## src/rtl/game_flow_ctrl_pkg.sv

```systemverilog
// game_flow_ctrl_pkg: shared encodings for the game sequencer
package game_flow_ctrl_pkg;
    typedef enum logic [2:0] {
        GAME_START = 3'b000,
        DIFF_SEL   = 3'b001,
        PLAYING    = 3'b010,
        GAME_END   = 3'b011,
        PAUSE      = 3'b100
    } state_t;
    localparam logic KEY_PRESS = 1'b1;
    localparam logic [1:0] AXIS_IDLE = 2'b00;
    localparam logic [1:0] AXIS_NEG  = 2'b01;
    localparam logic [1:0] AXIS_POS  = 2'b11;
    localparam logic [1:0] AXIS_BAD  = 2'b10;
    localparam int DIFF_W = 2;
endpackage

```

## src/rtl/game_flow_ctrl_debounce.sv

```systemverilog
// debounce: optional 2-FF sync, hold-time filter and registered rise pulse
module debounce #(
    parameter int DEBOUNCE_CYCLES = 250000,
    parameter bit SYNC = 1'b1
) (
    input  logic clk,
    input  logic rst,
    input  logic raw,
    output logic level,
    output logic rise
);
    localparam int CW = $clog2(DEBOUNCE_CYCLES + 1);
    localparam logic [CW-1:0] LIMIT = CW'(DEBOUNCE_CYCLES);
    logic [1:0] sync;
    logic [CW-1:0] cnt;
    logic prev;
    logic s;
    assign s = SYNC ? sync[1] : raw;
    // accept a new level only after it has disagreed with the current one long enough
    always_ff @(posedge clk or posedge rst) begin
        if (rst) begin
            sync  <= '0;
            cnt   <= '0;
            level <= 1'b0;
            prev  <= 1'b0;
            rise  <= 1'b0;
        end else begin
            sync <= {sync[0], raw};
            prev <= level;
            rise <= level & ~prev;
            if (s == level) cnt <= '0;
            else if (cnt == LIMIT) begin
                level <= s;
                cnt   <= '0;
            end else cnt <= cnt + 1'b1;
        end
    end
endmodule

```

## src/rtl/game_flow_ctrl.sv

```systemverilog
// game_flow_ctrl: input conditioning and game state sequencer
module game_flow_ctrl
    import game_flow_ctrl_pkg::*;
#(
    parameter int DEBOUNCE_CYCLES = 250000,
    parameter logic [15:0] ROUND_FRAMES = 16'd3600,
    parameter logic [15:0] END_HOLD_FRAMES = 16'd120
) (
    input  logic              vga_clk,
    input  logic              sys_rst,
    input  logic              one_resistor_x,
    input  logic              two_resistors_x,
    input  logic              one_resistor_y,
    input  logic              two_resistors_y,
    input  logic              key_start,
    input  logic              frame_tick,
    input  logic              player_hit,
    output logic [2:0]        state,
    output logic [DIFF_W-1:0] difficulty,
    output logic [15:0]       round_timer,
    output logic              game_run,
    output logic              win,
    output logic              dir_left,
    output logic              dir_right,
    output logic              dir_up,
    output logic              dir_down,
    output logic              state_chg
);
    state_t st, nxt;
    logic [15:0] nxt_timer;
    logic nxt_win;
    logic [DIFF_W-1:0] nxt_diff;
    logic [3:0] cmp_s0, cmp_s1;
    logic [1:0] x_code, y_code;
    logic [3:0] dir_raw, dir_lvl, dir_rise;
    logic start_lvl, start_p;
    logic unused;
    // comparators are synchronized before decode so both ladder bits come from the same sample
    always_ff @(posedge vga_clk or posedge sys_rst) begin
        if (sys_rst) begin
            cmp_s0 <= '0;
            cmp_s1 <= '0;
        end else begin
            cmp_s0 <= {two_resistors_x, one_resistor_x, two_resistors_y, one_resistor_y};
            cmp_s1 <= cmp_s0;
        end
    end
    assign x_code = cmp_s1[3:2];
    assign y_code = cmp_s1[1:0];
    assign dir_raw = {x_code == AXIS_NEG, x_code == AXIS_POS, y_code == AXIS_NEG, y_code == AXIS_POS};
    for (genvar g = 0; g < 4; g++) begin : g_dir
        debounce #(.DEBOUNCE_CYCLES(DEBOUNCE_CYCLES), .SYNC(1'b0)) u_dir (
            .clk(vga_clk), .rst(sys_rst), .raw(dir_raw[g]), .level(dir_lvl[g]), .rise(dir_rise[g])
        );
    end
    debounce #(.DEBOUNCE_CYCLES(DEBOUNCE_CYCLES), .SYNC(1'b1)) u_start (
        .clk(vga_clk), .rst(sys_rst), .raw(key_start == KEY_PRESS), .level(start_lvl), .rise(start_p)
    );
    assign unused = &{1'b0, start_lvl, dir_rise[3:2]};
    // next state, timer, win flag and difficulty from the priority-ordered transition rules
    always_comb begin
        nxt       = st;
        nxt_timer = round_timer;
        nxt_win   = win;
        nxt_diff  = difficulty;
        case (st)
            GAME_START: nxt = start_p ? DIFF_SEL : GAME_START;
            DIFF_SEL: begin
                if (dir_rise[1] && !dir_rise[0] && difficulty != 2'd3) nxt_diff = difficulty + 1'b1;
                if (dir_rise[0] && !dir_rise[1] && difficulty != 2'd0) nxt_diff = difficulty - 1'b1;
                if (start_p) begin
                    nxt       = PLAYING;
                    nxt_timer = ROUND_FRAMES;
                    nxt_win   = 1'b0;
                end
            end
            PLAYING: begin
                if (player_hit || (frame_tick && round_timer == 16'd1)) begin
                    nxt       = GAME_END;
                    nxt_win   = !player_hit;
                    nxt_timer = END_HOLD_FRAMES;
                end else begin
                    if (frame_tick && round_timer != '0) nxt_timer = round_timer - 16'd1;
                    if (start_p) nxt = PAUSE;
                end
            end
            PAUSE: nxt = start_p ? PLAYING : PAUSE;
            GAME_END: begin
                if (start_p && round_timer == '0) nxt = GAME_START;
                else if (frame_tick && round_timer != '0) nxt_timer = round_timer - 16'd1;
            end
            default: nxt = GAME_START;
        endcase
    end
    // register the sequencer state and every output that follows it
    always_ff @(posedge vga_clk or posedge sys_rst) begin
        if (sys_rst) begin
            st          <= GAME_START;
            difficulty  <= '0;
            round_timer <= '0;
            win         <= 1'b0;
            game_run    <= 1'b0;
            state_chg   <= 1'b0;
        end else begin
            st          <= nxt;
            difficulty  <= nxt_diff;
            round_timer <= nxt_timer;
            win         <= nxt_win;
            game_run    <= nxt == PLAYING;
            state_chg   <= nxt != st;
        end
    end
    assign state     = st;
    assign dir_left  = dir_lvl[3] & game_run;
    assign dir_right = dir_lvl[2] & game_run;
    assign dir_up    = dir_lvl[1] & game_run;
    assign dir_down  = dir_lvl[0] & game_run;
endmodule

```

## config.mk

```make
export PLATFORM = sky130hd
export DESIGN_NAME = game_flow_ctrl
export DESIGN_NICKNAME = d
export VERILOG_FILES = /design/src/rtl/game_flow_ctrl_pkg.sv /design/src/rtl/game_flow_ctrl_debounce.sv /design/src/rtl/game_flow_ctrl.sv
export SDC_FILE = /design/constraint.sdc
export NUM_CORES = 1
export LEC_CHECK = 0
export BUFFER_PORTS_ARGS = -buffer_cell sky130_fd_sc_hd__buf_2
export CAP_MARGIN = 20
export CORE_UTILIZATION = 52
export DETAILED_ROUTE_END_ITERATION = 16
export GPL_TIMING_DRIVEN = 0
export PLACE_DENSITY = 0.69
export SYNTH_ARGS = -nofsm -noshare
export SYNTH_HDL_FRONTEND = slang
export SYNTH_HIERARCHICAL = 1
export SYNTH_SLANG_ARGS = --single-unit
export TNS_END_PERCENT = 30
```

## constraint.sdc

```tcl
create_clock -name vga_clk -period 3.2 [get_ports vga_clk]
set_input_delay 0.32 -clock vga_clk [delete_from_list [all_inputs] [get_ports vga_clk]]
set_output_delay 0.32 -clock vga_clk [all_outputs]
set_load 0.1 [all_outputs]
```

==> impl_metrics.json, run 1 <==
{
  "powerDensity_nw_per_um2": 584.6,
  "cts.repair.resized": 0,
  "dr.pass1.iters": 7,
  "die_x_microns": 118.0,
  "cp.required_ns": 3.55,
  "path_max_fanout": 7,
  "syn-num-nets": 730,
  "peakVddDrop_mv": 0.8605,
  "end_kind": "register",
  "critPathBufInv": 1,
  "totalPowerFinal_mw": 4.710,
  "gp_congestion": 0.8322,
  "status": "completed",
  "placed_area_sq_um": 7422,
  "die_y_microns": 118.0,
  "leakage_nw": 3.351,
  "hpwlAfterDp_microns": 10040,
  "drive_above_1_share_pct": 14.05,
  "ant_nets": 0,
  "grt_pass1_wl_microns": 24900,
  "wire_per_inst_microns": 15.01,
  "grt_pass1_vias": 5299,
  "max_cap_violations": 0,
  "cts_buffers": 17,
  "finalSetupTns_ns": 0,
  "start_util_pct": 53.03,
  "cts_max_level": 4,
  "holdWs_ns": 0.3093,
  "grt.total_usage_pct": 22.42,
  "finalSetupViolCount": 0,
  "cpLargestDelayFamily": "compound AO/OA/AOI/OAI gates",
  "final.min_clock_period_ns": 2.542,
  "postSynthCellCount": 708,
  "viasPerCell": 5.621,
  "fin_crit_sh_pct": 79.43,
  "worst_pin_slew_ns": 0.8560,
  "grt.overflow.total": 0,
  "critPathMaxStageDelay_ns": 0.73,
  "grt_max_degree": 24,
  "r2r_slack_ns": 0.66,
  "post_cts_buffers": 0,
  "cts_tree": "built",
  "nFillCells": 1127,
  "syn_avg_cell_area_sq_um": 9.879,
  "utilization_pct": 61.09,
  "cts.sinks": 135,
  "arrival_ns": 2.89,
  "cts_buffer_depth": 2,
  "syn2layout_area_growth_pct": 15.21,
  "fin_area_sq_um": 8058,
  "synth_warnings": 6,
  "skew_ns": 0.006196,
  "fmax_mhz": 393.4,
  "syn_area_sq_um": 6994,
  "die_area_sq_um": 13920,
  "antenna_found_initial": 0,
  "antennaDiodeCount": 0,
  "clockRootBuffer": "clkbuf_16",
  "first_iter_violations": 313,
  "slew_headroom_pct": 42.87,
  "rsz0062_at_grt": "false",
  "clk_pin_slew_ns": 0.06,
  "holdCritPathClass": "input port to register",
  "hold_viol": 0,
  "port_buffers": 36,
  "num_io_pins": 37,
  "crit_path_start_kind": "register",
  "wirelength_microns": 14390,
  "path_class": "register to register",
  "vias": 5391,
  "coreArea_sq_um": 13190,
  "worstPathCellList": "inv_1, ha_1, nor3b_1, nand4_2, o31ai_1, o21ai_0, a22oi_1",
  "cts_hold_buf": 6,
  "clock_latency_ns": 0.43,
  "drcViolationCount": 0,
  "cp_slowest_cell": "o31ai_1",
  "slew_viol_final": 0,
  "final_nets": 792,
  "rows": 42
}
layer usage:
layer | GRT usage, % | vias to the layer above | part of all wire (%) | wire [microns]
li1 | - | 2621 | - | -
met3 | 4.845 | 26 | 4.3 | 624
met2 | 36.10 | 114 | 48 | 6924
met5 | 0 | - | 0 | 0
met1 | 29.05 | 2630 | 45 | 6543
met4 | 10.02 | 0 | 2.1 | 299
worst reg2reg max path: stages, from the launching register on:
cell and delay, ns:
dfrtp_1 0.42, inv_1 0.14, ha_1 0.18, nor3b_1 0.34, nand4_2 0.29, o31ai_1 0.74
o21ai_0 0.20, a22oi_1 0.17
path summary, 6_finish.rpt:
| kind | from | endpoint | depth (start not counted) |
|---|---|---|---|
| min reg2reg | cmp_s0[3] | cmp_s1[3] | 0 |
| min | player_hit | win | 3 |
| max reg2reg | round_timer[0] | round_timer[11] | 7 |
| min in group asynchronous | sys_rst | cmp_s1[2] | 3 |
| max in group asynchronous | sys_rst | u_start/cnt[8] | 3 |
| max | round_timer[0] | round_timer[11] | 7 |
through the flow:
stage | setup WS [ns] | instances
6_report | 0.6583 | 959
5_1_grt | 0.4025 | 959
4_1_cts | 0.6795 | 959
3_5_place_dp | 0.7071 | 921
3_3_place_gp | 0.7657 | 920
2_1_floorplan | 0.5968 | 708
layout make-up:
cell class                 count  area [sq um]  share of cell area [%]
clock inverter                12         128.9                   1.599
sequential                   135          3378                   41.93
multi-input combinational    511          3356                   41.65
inverter                      45         168.9                   2.096
buffer                        17         91.34                   1.134
timing repair buffer          43         267.8                   3.323
tap                          176         220.2                   2.733
clock buffer                  20         446.7                   5.543
flip-flops by register name (all words and copies together), names as in the netlist:
register,count
cmp_s0,4
g_dir.u_dir/prev,2
u_start/sync,2
state_chg,1
difficulty,2
state,3
game_run,1
u_start/rise,1
win,1
g_dir.u_dir/rise,2
cmp_s1,4
g_dir.u_dir/level,4
u_start/level,1
u_start/cnt,18
round_timer,16
u_start/prev,1
g_dir.u_dir/cnt,72
cell usage in the layout (no fill, tap or decap), types with 4 or more instances in the layout:
cell and instances:
o21ai_0 19, or3_1 14, xor2_1 22, clkbuf_16 17, buf_2 39, nor2b_1 7, nand2b_1 5, nand4_4 4
nand4_1 26, inv_1 45, nand2_1 32, o41ai_4 5, mux2_2 5, ha_1 13, or4_1 6, clkinvlp_4 6
xnor2_1 57, dlygate4sd3_1 6, clkbuf_1 10, a21oi_1 18, buf_4 4, nor4_1 28, nand3_1 42, dfrtp_1 135
and3_2 4, nor3_1 27, or4_4 5, nor2_1 112, and2_1 7, o31ai_1 4
power by group:
| part | internal (mW) | switching, mW | total, mW |
|---|---|---|---|
| logic | 0.187 | 0.730 | 0.917 |
| registers | 1.79 | 0.113 | 1.90 |
| clock network | 1.16 | 0.733 | 1.89 |
| total | 3.13 | 1.58 | 4.71 |
Power figures use the tool's default switching activity.
==> run 2, diff against run 1 <==
==> constraint.sdc (replaced) <==
create_clock -name vga_clk -period 2.54 [get_ports vga_clk]
set_input_delay 0.254 -clock vga_clk [delete_from_list [all_inputs] [get_ports vga_clk]]
set_output_delay 0.254 -clock vga_clk [all_outputs]
set_load 0.1 [all_outputs]
==> impl_metrics.json, run 2 (synthesized netlist as in run 1, its figures left out) <==
{
  "status": "completed",
  "finalSetupViolCount": 0,
  "top_usage_layer": "met2",
  "regMostFlops": "g_dir.u_dir/cnt",
  "arrival_ns": 2.63,
  "net-switching-power_mw": 2.008,
  "die_x_microns": 118.0,
  "fin_area_sq_um": 8102,
  "antennaDiodeCount": 0,
  "slew_headroom_pct": 40.81,
  "cts_max_level": 4,
  "clock_power_share_pct": 41.6,
  "hpwlAfterDp_microns": 10170,
  "cts.sinks": 135,
  "grt.total_usage_pct": 22.43,
  "clk_pin_slew_ns": 0.06,
  "end_kind": "register",
  "drcViolationCount": 0,
  "holdCritPathClass": "input port to asynchronous set/reset pin",
  "grt_pass1_vias": 5352,
  "ant_nets": 0,
  "final_common_cell": "dfrtp_1",
  "final_cell_mix": "dfrtp_1, nor2_1, xnor2_1",
  "max_cap_violations": 0,
  "fin_crit_sh_pct": 91.25,
  "cts_buffers": 17,
  "holdWs_ns": 0.03227,
  "num_io_pins": 37,
  "pre_cts_slack_ns": 0.09848,
  "antenna_found_initial": 0,
  "placed_area_sq_um": 7426,
  "fin_ws_ns": 0.2223,
  "met2_usage_pct": 36.76,
  "top_regs": "g_dir.u_dir/cnt x72, u_start/cnt x18, round_timer x16",
  "seq_power_share_pct": 39.4,
  "hold_viol": 0,
  "leakage_nw": 3.372,
  "coreArea_sq_um": 13190,
  "slew_viol_final": 0,
  "grt_max_degree": 24,
  "grt_util_met3_pct": 5.766,
  "die_area_sq_um": 13920,
  "wirelength_microns": 14550,
  "path_max_fanout": 9,
  "rows": 42,
  "cp.required_ns": 2.85,
  "powerDensity_nw_per_um2": 749.1,
  "start_util_pct": 53.03,
  "r2r_slack_ns": 0.22,
  "peakVddDrop_mv": 0.9027,
  "drive_above_1_share_pct": 14.96,
  "met1_usage_pct": 28.11,
  "cts_tree": "built",
  "rsz0062_at_grt": "false",
  "internal-power_mw": 4.061,
  "skew_ns": 0.009289,
  "first_iter_violations": 325,
  "port_buffers": 36,
  "pwr-share-comb_pct": 19.0,
  "final.min_clock_period_ns": 2.318,
  "grt_pass1_wl_microns": 24980,
  "gp_congestion": 0.8552,
  "wire_per_inst_microns": 15.19,
  "syn2layout_area_growth_pct": 15.83,
  "dr.pass1.iters": 4,
  "nFillCells": 1090,
  "fmax_mhz": 431.5,
  "viasPerCell": 5.616,
  "path_class": "register to register",
  "clock_latency_ns": 0.43,
  "switching_share_pct": 33.08,
  "cts_buffer_depth": 2,
  "vias": 5380,
  "crit_path_start_kind": "register",
  "worst_pin_slew_ns": 0.8868,
  "grt.overflow.total": 0,
  "r2r_cells": 5,
  "post_cts_buffers": 0,
  "die_y_microns": 118.0,
  "largest_reg_flops": 72,
  "final_nets": 791,
  "clockRootBuffer": "clkbuf_16"
}
-- run 2: path summary, 6_finish.rpt --
path / start / endpoint
max: round_timer[11] / win
min: sys_rst / g_dir[2].u_dir/cnt[4]
max reg2reg: round_timer[11] / win
min reg2reg: u_start/sync[0] / u_start/sync[1]
max in group asynchronous: sys_rst / u_start/cnt[1]
min in group vga_clk: player_hit / win
-- run 2: final cells by class --
type,count,area (sq um),area share (%)
Buffer,17,91.34,1.127
Clock buffer,18,439.2,5.421
Clock inverter,14,176.4,2.178
Inverter,45,168.9,2.085
Multi-Input combinational cell,511,3366,41.54
Sequential cell,135,3382,41.75
Tap cell,176,220.2,2.718
Timing Repair Buffer,42,257.7,3.181
-- run 2: per-layer routing --
metal  wire [microns]  up-vias  share of wire (%)
met3              585       23                4.0
li1                 -     2608                  -
met1             6511     2645                 45
met2             7229      104                 50
met5                0        -                  0
met4              226        0                1.6
-- run 2: repair_timing --
item | CTS | global route
endpoints found under the setup margin | 0 | 7
resized for setup | 0 | 2
hold buffers | 5 | 0
endpoints found under the hold margin | 5 | 0
-- run 2: power by group through the flow --
stage | clock network, mW | registers (mW) | logic, mW
floorplan | 0 | 3.00 | 0.350
global placement | 0 | 2.42 | 1.13
detailed placement | 0 | 2.43 | 1.14
CTS | 2.57 | 2.39 | 1.15
global route | 2.68 | 2.41 | 1.22
finish | 2.52 | 2.39 | 1.15
-- run 2: worst max-delay path, cell delays in order (launching register included) --
cell     delay (ns)
dfrtp_2        0.45
or4_4          0.58
nor4_4         0.38
nand2_2        0.11
o21ai_4        0.35
mux2_4         0.33
-- run 2: stage by stage --
stage / total power [mW] / cells / util [%] / setup TNS [ns]
2_1_floorplan: 3.350 / 708 / - / -0.04694
3_5_place_dp: 3.570 / 921 / 56.30 / 0
6_report: 6.069 / 958 / 61.42 / 0
4_1_cts: 6.112 / 958 / 61.35 / 0
3_3_place_gp: 3.547 / 920 / 56.09 / 0
5_1_grt: 6.308 / 958 / 61.42 / 0
